<file path="config.mk">
export PLATFORM = sky130hd
export DESIGN_NAME = reg_write_arbiter
export DESIGN_NICKNAME = d
export VERILOG_FILES = /design/src/rtl/reg_write_arbiter.sv
export SDC_FILE = /design/constraint.sdc
export NUM_CORES = 1
export LEC_CHECK = 0
export CAP_MARGIN = 40
export CORE_MARGIN = 2
export CORE_UTILIZATION = 35
export CTS_BUF_LIST = sky130_fd_sc_hd__clkbuf_4 sky130_fd_sc_hd__clkbuf_8 sky130_fd_sc_hd__clkbuf_16
export DETAILED_ROUTE_END_ITERATION = 6
export PLACE_DENSITY = 0.79
export SETUP_SLACK_MARGIN = 0.1
export SLEW_MARGIN = 20
export SYNTH_ARGS = -nofsm -noshare
export SYNTH_HDL_FRONTEND = slang
export SYNTH_SLANG_ARGS = --single-unit
</file>
<file path="constraint.sdc">
create_clock -name clk -period 1.35 [get_ports clk]
set_input_delay 0.135 -clock clk [delete_from_list [all_inputs] [get_ports clk]]
set_output_delay 0.135 -clock clk [all_outputs]
set_load 0.01 [all_outputs]
</file>
<file path="src/rtl/reg_write_arbiter.sv">
// Four-requester register-write arbiter feeding a demux; one write in flight at a time.
// Define ARB_ROUND_ROBIN_EN for rotating priority; the default build is fixed priority (0 highest).
module reg_write_arbiter #(
    parameter int DATA_W = 8
) (
    input  logic              clk,
    input  logic              rst,
    input  logic [3:0]        req,
    input  logic [DATA_W-1:0] data0,
    input  logic [DATA_W-1:0] data1,
    input  logic [DATA_W-1:0] data2,
    input  logic [DATA_W-1:0] data3,
    input  logic              dst_stall,
    output logic [3:0]        ack,
    output logic [1:0]        dmx_sel,
    output logic [DATA_W-1:0] dmx_data,
    output logic              dmx_wr,
    output logic              busy
);

    typedef enum logic {
        IDLE  = 1'b0,
        WRITE = 1'b1
    } state_t;

    state_t            state;
    state_t            state_nxt;
    logic [1:0]        last_gnt;
    logic [1:0]        scan_base;
    logic [1:0]        scan_idx;
    logic [1:0]        winner;
    logic              found;
    logic [DATA_W-1:0] win_data;

    // The scan starts just after scan_base; pinning the base to 3 turns it into
    // fixed priority with requester 0 first, while last_gnt is still tracked.
`ifdef ARB_ROUND_ROBIN_EN
    assign scan_base = last_gnt;
`else
    assign scan_base = last_gnt | 2'b11;
`endif

    always_comb begin
        winner   = 2'd0;
        found    = 1'b0;
        scan_idx = 2'd0;
        for (int k = 1; k <= 4; k++) begin
            scan_idx = scan_base + 2'(k);
            if (!found && req[scan_idx]) begin
                winner = scan_idx;
                found  = 1'b1;
            end
        end
    end

    always_comb begin
        win_data = data0;
        case (winner)
            2'd0:    win_data = data0;
            2'd1:    win_data = data1;
            2'd2:    win_data = data2;
            default: win_data = data3;
        endcase
    end

    // A write that sees reset in its final cycle is aborted, so ack is masked by rst.
    always_comb begin
        state_nxt = state;
        ack       = 4'b0000;
        dmx_wr    = 1'b0;
        case (state)
            IDLE: begin
                if (req != 4'b0000) state_nxt = WRITE;
            end
            WRITE: begin
                dmx_wr = 1'b1;
                if (!dst_stall) begin
                    state_nxt = IDLE;
                    if (!rst) ack = 4'b0001 << dmx_sel;
                end
            end
            default: state_nxt = IDLE;
        endcase
    end

    always_ff @(posedge clk) begin
        if (rst) begin
            state    <= IDLE;
            dmx_sel  <= 2'd0;
            dmx_data <= '0;
            last_gnt <= 2'd3;
        end else begin
            state <= state_nxt;
            if (state == IDLE && req != 4'b0000) begin
                dmx_sel  <= winner;
                dmx_data <= win_data;
                last_gnt <= winner;
            end
        end
    end

    assign busy = (state == WRITE);

endmodule

</file>
# Word-level counts from Yosys, hierarchy flattened
# Index checks and enable logic that the tools add are counted.
# op_classes
eq_ne,2
n_shift,1
mux,14
bitwise_logic,1
n_reduce_logical,9
# op_table
operator,count
$pmux W8 S3,1
$mux W4,3
$mux W1,7
$logic_and A1 B1 Y1,4
$mux W2,2
$reduce_bool A4 Y1,1
$shl A1 B2 Y4 const A,1
$logic_not A1 Y1,3
$eq A2 B1 Y1 const B,1
$eq A2 B2 Y1 const B,1
$logic_not A2 Y1,1
$pmux W1 S2,1
$not A1 Y1,1
# totals
register_bits,11
input_bits,39
out_inout_bits,16
wordCells,30

# Longest topological paths before layout
# Gate-level depths: netlist of the first run.
# depth
word_depth,12
mapped_depth,5
depth_no_buf,4

# Worst setup path after synthesis of the first run
# Ideal clock, no wire load.
# synth_timing
path_type,register -> output
startpoint,"register state, in the netlist busy"
endpoint,output port ack[2]
t_arrival_ps,1059
required_time_ps,1215
path_slack_ps,156
stages_incl_launch_ff,3
n_path_buf,0
cell_sequence,dfxtp_1 nand2b_1 nor4b_1
# synth_via
elab_chain_len,1
# synth_lines
item,line,text
start: declaration,26,state_t state;
start signal: assignment,93,state <= state_nxt;
$mux W4,71,case (state)
end: declaration,14,"output logic [3:0] ack,"
# No other way between the ends.

# Worst setup path after layout of the first run
# layout_timing
startpoint,"register state, in the netlist busy"
endpoint,output port ack[1]
# Same word-level chain as after synthesis.

==> impl_metrics.py, run 1 <==
metrics = {
    "run_status": {
        "status": "finished clean",
    },
    "floorplanning": {
        "row_count": 17,
        "initial_utilization": 0.374,
        "dieWidth_um": 52.8,
        "ioPinCount": 55,
        "dieArea_um2": 2790,
        "fp.dieH_um": 52.8,
        "core_area_um2": 2230,
    },
    "sta": {
        "relSlewSlack": 0.772,
        "worst_clock_skew_ps": 2.42,
        "min_period_over_period": 0.898,
        "worst_slew_pin_slew_ps": 341,
        "hold_viol": 0,
        "rsz0062_at_grt": "yes",
        "fin_tns_setup_ps": 0,
        "fmax_ghz": 0.825,
        "layout_min_cycle_time_ps": 1210,
        "slew_violations": 0,
        "finalSetupViolations": 0,
    },
    "yosys": {
        "syn_area_um2": 835,
        "yosys_warnings": 0,
        "synth_top_family_by_area": "compound AO/OA/AOI/OAI gates",
        "synthSimpleGateAreaFrac": 0.261,
        "synth-edff-count": 0,
        "synth_seq_cells": 11,
        "avgSynthCellArea_um2": 8.18,
        "yosys.area.top_type": "dfxtp_1",
        "synthAdderAreaFrac": 0,
        "synth_compound_area_frac": 0.354,
        "synth_mux_area_frac": 0,
        "ys_top_cells_by_count": "nor2_1, nand2_1, dfxtp_1",
        "seq_area_frac_synth": 0.264,
        "synthArstFlopShare": 0,
        "synth_xor_area_frac": 0,
        "synthCells": 102,
        "synth_top_cell_area_share": 0.264,
        "synth_cell_types": 22,
        "synthTopCellsByArea": "dfxtp_1, a211oi_2, a32o_1, nor2_1, nand2_1",
        "syn-num-nets": 141,
        "ys.flop_type": "dfxtp_1",
        "synth.most_common_cell": "nor2_1",
    },
    "power": {
        "power_leakage_nw": 0.654,
        "power.density_nw_per_um2": 668,
        "clockPowerShare": 0.241,
        "peakVddDrop_v": 0.000390,
        "power_frac_comb": 0.391,
        "p_int_uw": 717,
        "sequentialPowerShare": 0.368,
        "switching_share": 0.289,
        "switchingPower_uw": 292,
    },
    "detailed_routing": {
        "first_pass_iters": 4,
        "drtIter0Drc": 23,
        "vias": 1035,
        "routed_wl_um": 2610,
        "routedWlPerCell_um": 13.1,
        "drc": 0,
        "ant_nets": 0,
        "viasPerCell": 5.20,
    },
    "global_routing": {
        "grt_pass1_vias": 947,
        "grt_pass1_wl_um": 4200,
        "grt_max_degree": 12,
        "antenna_found_initial": 0,
        "global_route.usage.total": 0.207,
        "overflow": 0,
    },
    "worst_setup_path": {
        "startpoint_type": "flip-flop",
        "critPathCaptureType": "primary output",
        "critPathMaxFanout": 4,
        "crit_type": "reg2out",
        "required_ps": 1220,
        "worstPathArrival_ps": 1080,
    },
    "layout": {
        "diodes": 0,
        "drive_gt1_frac": 0.281,
        "nNetsFinal": 211,
        "area_growth_pct": 81.0,
        "final_util": 0.676,
    },
    "clocking": {
        "root_buffer": "clkbuf_4",
        "htreeDepth": 1,
        "clk_latency_ps": 270,
        "clkTransAtPathRegs_ps": 60,
        "numCtsBuffers": 3,
        "clockBufferDepth": 2,
        "cts_tree": "yes",
        "clock_sinks": 11,
        "cts_hold_buf": 0,
    },
    "run": {
        "cap_violations": 0,
    },
    "placed_design": {
        "placement.io_buffers": 54,
        "gp_congestion": 0.820,
        "dp_hpwl_um": 2040,
    },
    "worst_hold_path": {
        "hold_path_class": "in2reg",
    },
}
-- through the flow --
step | setup WS [ps] | instances | total power [mW] | hold slack, ps | cell area, µm²
global route | 52.6 | 199 | 1.06 | 335 | 1510
CTS | 12.0 | 199 | 1.01 | 475 | 1500
floorplan | 156 | 102 | 0.553 | 307 | 835
global placement | -313 | 195 | 0.780 | 455 | 1480
detailed placement | -347 | 195 | 0.788 | 463 | 1480
finish | 138 | 199 | 1.01 | 316 | 1510
-- logic make-up (layout without fill, tap and decap cells) --
logic type / after synthesis / count (layout)
compound gates: 35 / 35
flops: 11 / 11
simple gates: 47 / 47
buf+inv: 9 / 78
-- final timing paths --
path,from,to,slack [ps],depth (start not counted)
max reg2reg,busy$_SDFF_PP0_,dmx_data[2]$_SDFFE_PP0P_,170,4
min reg2reg,dmx_data[0]$_SDFFE_PP0P_,dmx_data[0]$_SDFFE_PP0P_,470,1
min,dst_stall,busy$_SDFF_PP0_,320,4
max,busy$_SDFF_PP0_,ack[1],140,5
-- critical path: stages, from the launching register on --
cell	delay [ps]
dfxtp_4	360
nand2b_4	70
nor2_4	80
nand2_1	60
nor2_1	90
buf_2	140
-- cell type report --
type / instances / area, µm²
tap: 28 / 35.0
sequential: 11 / 226
inverter: 1 / 3.75
clock buffer: 4 / 30.0
multi-input combinational: 82 / 542
timing repair buffer: 73 / 673
fill: 199 / 723
-- power groups by stage --
| stage | combinational, mW | clock (mW) | sequential, mW |
|---|---|---|---|
| global placement | 0.405 | 0 | 0.376 |
| CTS | 0.393 | 0.250 | 0.371 |
| finish | 0.395 | 0.243 | 0.371 |
| floorplan | 0.161 | 0 | 0.392 |
| global route | 0.426 | 0.260 | 0.375 |
| detailed placement | 0.412 | 0 | 0.376 |
-- flip-flops by register name, summed over array words and instances, names as in the netlist --
| name | cells |
|---|---|
| dmx_data | 8 |
| dmx_sel | 2 |
| busy | 1 |
-- what timing repair did --
item                       in CTS  in global routing
setup buffers                   0                  0
setup endpoints to repair      25                 13
pin swaps                       1                  0
resized for setup              37                  8
-- placed cells by master (no fill, tap or decap), types with 7 or more instances in the layout --
cell	Yosys	final
o21ai_0	9	9
dfxtp_1	11	8
a211oi_2	8	8
buf_4	1	17
a32o_1	8	8
o31ai_1	8	7
dlygate4sd2_1	0	16
nand2_1	18	18
nor2_1	19	17
clkdlybuf4s50_1	0	32
-- metal layers --
metal | track usage | wire (µm) | part of all wire
met1 | 0.254 | 1090 | 0.42
met2 | 0.365 | 1320 | 0.51
met3 | 0.0171 | 188 | 0.072
met4 | 0.0897 | 16 | 0.0061
met5 | 0 | 0 | 0
No activity file was read; power rests on OpenSTA's default activity.
==> run 2, diff against run 1 <==
--- a/config.mk
+++ b/config.mk
@@ -11,6 +11,7 @@
 export CTS_BUF_LIST = sky130_fd_sc_hd__clkbuf_4 sky130_fd_sc_hd__clkbuf_8 sky130_fd_sc_hd__clkbuf_16
 export DETAILED_ROUTE_END_ITERATION = 6
 export PLACE_DENSITY = 0.79
+export RECOVER_POWER = 50
 export SETUP_SLACK_MARGIN = 0.1
 export SLEW_MARGIN = 20
 export SYNTH_ARGS = -nofsm -noshare
==> constraint.sdc (replaced) <==
create_clock -name clk -period 1.35 [get_ports clk]
set_input_delay 0.135 -clock clk [delete_from_list [all_inputs] [get_ports clk]]
set_output_delay 0.135 -clock clk [all_outputs]
set_load 0.02 [all_outputs]
==> run 2 against run 1 <==
Effect of this change: fmax is 2.2% lower; largest cell class unchanged; critical path type unchanged; cell area shrank 2.5%; power fell by 0.70%; critical path depth decreased by 2; clock power is 8% lower; core utilization down 1.7 points; clock skew decreased by 1.7 ps; register-to-register slack better by 20 ps.
==> impl_metrics.py, run 2 (synthesis results as in run 1) <==
metrics = {
    "layout": {
        "final_util": 0.659,
        "final_common_cell": "clkdlybuf4s50_1",
        "nNetsFinal": 208,
        "fin_area_um2": 1470,
        "area.sequential_um2": 224,
        "largest_reg_flops": 8,
        "drive_gt1_frac": 0.292,
        "nFillCells": 211,
        "area_growth_pct": 76.5,
        "multi_input_area_um2": 553,
        "fin_cells": 196,
        "diodes": 0,
        "top_register": "dmx_data",
        "final_cell_mix": "clkdlybuf4s50_1, nand2_1, buf_4",
    },
    "clocking": {
        "clkTransAtPathRegs_ps": 70,
        "root_buffer": "clkbuf_4",
        "cts_tree": "yes",
        "clk_latency_ps": 270,
        "clock_sinks": 11,
        "htreeDepth": 1,
        "clockBufferDepth": 2,
        "cts_setup_buffers": 0,
        "numCtsBuffers": 3,
    },
    "worst_setup_path": {
        "crit_type": "reg2out",
        "critPathMaxFanout": 4,
        "slowest_delay_ps": 360,
        "slowest_stage": "dfxtp_2",
        "startpoint_type": "flip-flop",
        "required_ps": 1220,
        "r2r_slack_ps": 190,
        "cp_cell_sequence": "nand2b_4, nor4b_2, buf_4",
        "worstPathArrival_ps": 1100,
        "rr_worst_depth": 4,
        "critPathCaptureType": "primary output",
    },
    "sta": {
        "whs_ps": 463,
        "layout_min_cycle_time_ps": 1240,
        "min_period_over_period": 0.918,
        "hold_viol": 0,
        "fin_ws_ps": 111,
        "worst_clock_skew_ps": 0.714,
        "fmax_ghz": 0.807,
        "slew_violations": 0,
        "worst_slew_pin_slew_ps": 349,
        "relSlewSlack": 0.767,
        "rsz0062_at_grt": "yes",
        "finalSetupViolations": 0,
        "fin_tns_setup_ps": 0,
    },
    "power": {
        "total_power_mw": 1.00,
        "power.density_nw_per_um2": 680,
        "peakVddDrop_v": 0.000405,
        "power_leakage_nw": 0.602,
    },
    "detailed_routing": {
        "vias": 1002,
        "first_pass_iters": 4,
        "drc": 0,
        "viasPerCell": 5.11,
        "routedWlPerCell_um": 13.3,
        "ant_nets": 0,
        "routed_wl_um": 2610,
        "drtIter0Drc": 15,
    },
    "worst_hold_path": {
        "whs_path_depth": 1,
        "hold_path_class": "reg2reg",
    },
    "global_routing": {
        "global_route.usage.total": 0.194,
        "grt_pass1_vias": 933,
        "grt_max_degree": 11,
        "overflow": 0,
        "antenna_found_initial": 0,
        "grt_pass1_wl_um": 3980,
    },
    "placed_design": {
        "dpl-instance-area_um2": 1450,
        "gp_congestion": 0.804,
        "placed_cells": 192,
        "dp_slack_ps": -436,
        "placement.io_buffers": 54,
        "dp_hpwl_um": 2090,
    },
    "floorplanning": {
        "fp.dieH_um": 52.8,
        "initial_utilization": 0.374,
        "core_area_um2": 2230,
        "row_count": 17,
        "dieArea_um2": 2790,
        "dieWidth_um": 52.8,
        "ioPinCount": 55,
    },
    "run": {
        "cap_violations": 0,
    },
    "run_status": {
        "status": "finished clean",
    },
}
==> run 2: cell types whose count changed in the layout (fill, tap and decap cells not counted), moves of 2 or more <==
cell / before / now
buf_12: 2 / 0
buf_2: 3 / 0
buf_6: 0 / 2
clkbuf_1: 0 / 2
dlygate4sd2_1: 16 / 14
dlymetal6s2s_1: 2 / 0
==> run 2: layer usage <==
metal  global-route usage  up-vias  share of wire
met1                0.252      458           0.45
met3               0.0314        2          0.056
met5                    0        -              0
met2                0.315       35           0.49
met4               0.0812        0         0.0073
li1                     -      507              -
==> run 2: cell type report <==
cell class | instances | area share
repair buffers | 70 | 0.427
clock inverters | 1 | 0.00340
inverters | 1 | 0.00255
clock buffers | 3 | 0.0153
multi-input cells | 82 | 0.376
well taps | 28 | 0.0238
flip-flops and latches | 11 | 0.152
==> run 2: path summary, 6_finish.rpt <==
check	start	end
hold reg to reg	dmx_data[5]$_SDFFE_PP0P_	dmx_data[5]$_SDFFE_PP0P_
hold / removal	dmx_data[5]$_SDFFE_PP0P_	dmx_data[5]$_SDFFE_PP0P_
setup / recovery	busy$_SDFF_PP0_	ack[2]
setup reg to reg	busy$_SDFF_PP0_	dmx_data[1]$_SDFFE_PP0P_
==> run 2: repair_timing <==
item | in CTS | in global routing
endpoints found under the setup margin | 24 | 15
hold buffers | 0 | 0
endpoints found under the hold margin | 0 | 0
pin swaps | 2 | 3
gates resized for setup | 51 | 7
==> run 2: critical path: cells and delay by family (launching register included) <==
kind                   cells  cell delay [ps]
DFF                        1              360
and+or+nand+nor            2              290
buffers and inverters      1              180
==> run 2: where the power goes <==
group	internal [mW]	switching, mW	total, mW	leakage, nW
Clock	0.110	0.115	0.224	0.0177
Sequential	0.354	0.0204	0.374	0.0918
Combinational	0.215	0.188	0.403	0.492
Total	0.679	0.323	1.00	0.602
==> run 3, diff against run 2 <==
--- a/config.mk
+++ b/config.mk
@@ -9,6 +9,7 @@
 export CORE_MARGIN = 2
 export CORE_UTILIZATION = 35
 export CTS_BUF_LIST = sky130_fd_sc_hd__clkbuf_4 sky130_fd_sc_hd__clkbuf_8 sky130_fd_sc_hd__clkbuf_16
+export CTS_CLUSTER_SIZE = 8
 export DETAILED_ROUTE_END_ITERATION = 6
 export PLACE_DENSITY = 0.79
 export RECOVER_POWER = 50
==> results of run 3 <==
Final layout, timing and power as in run 2 (identical DEF).
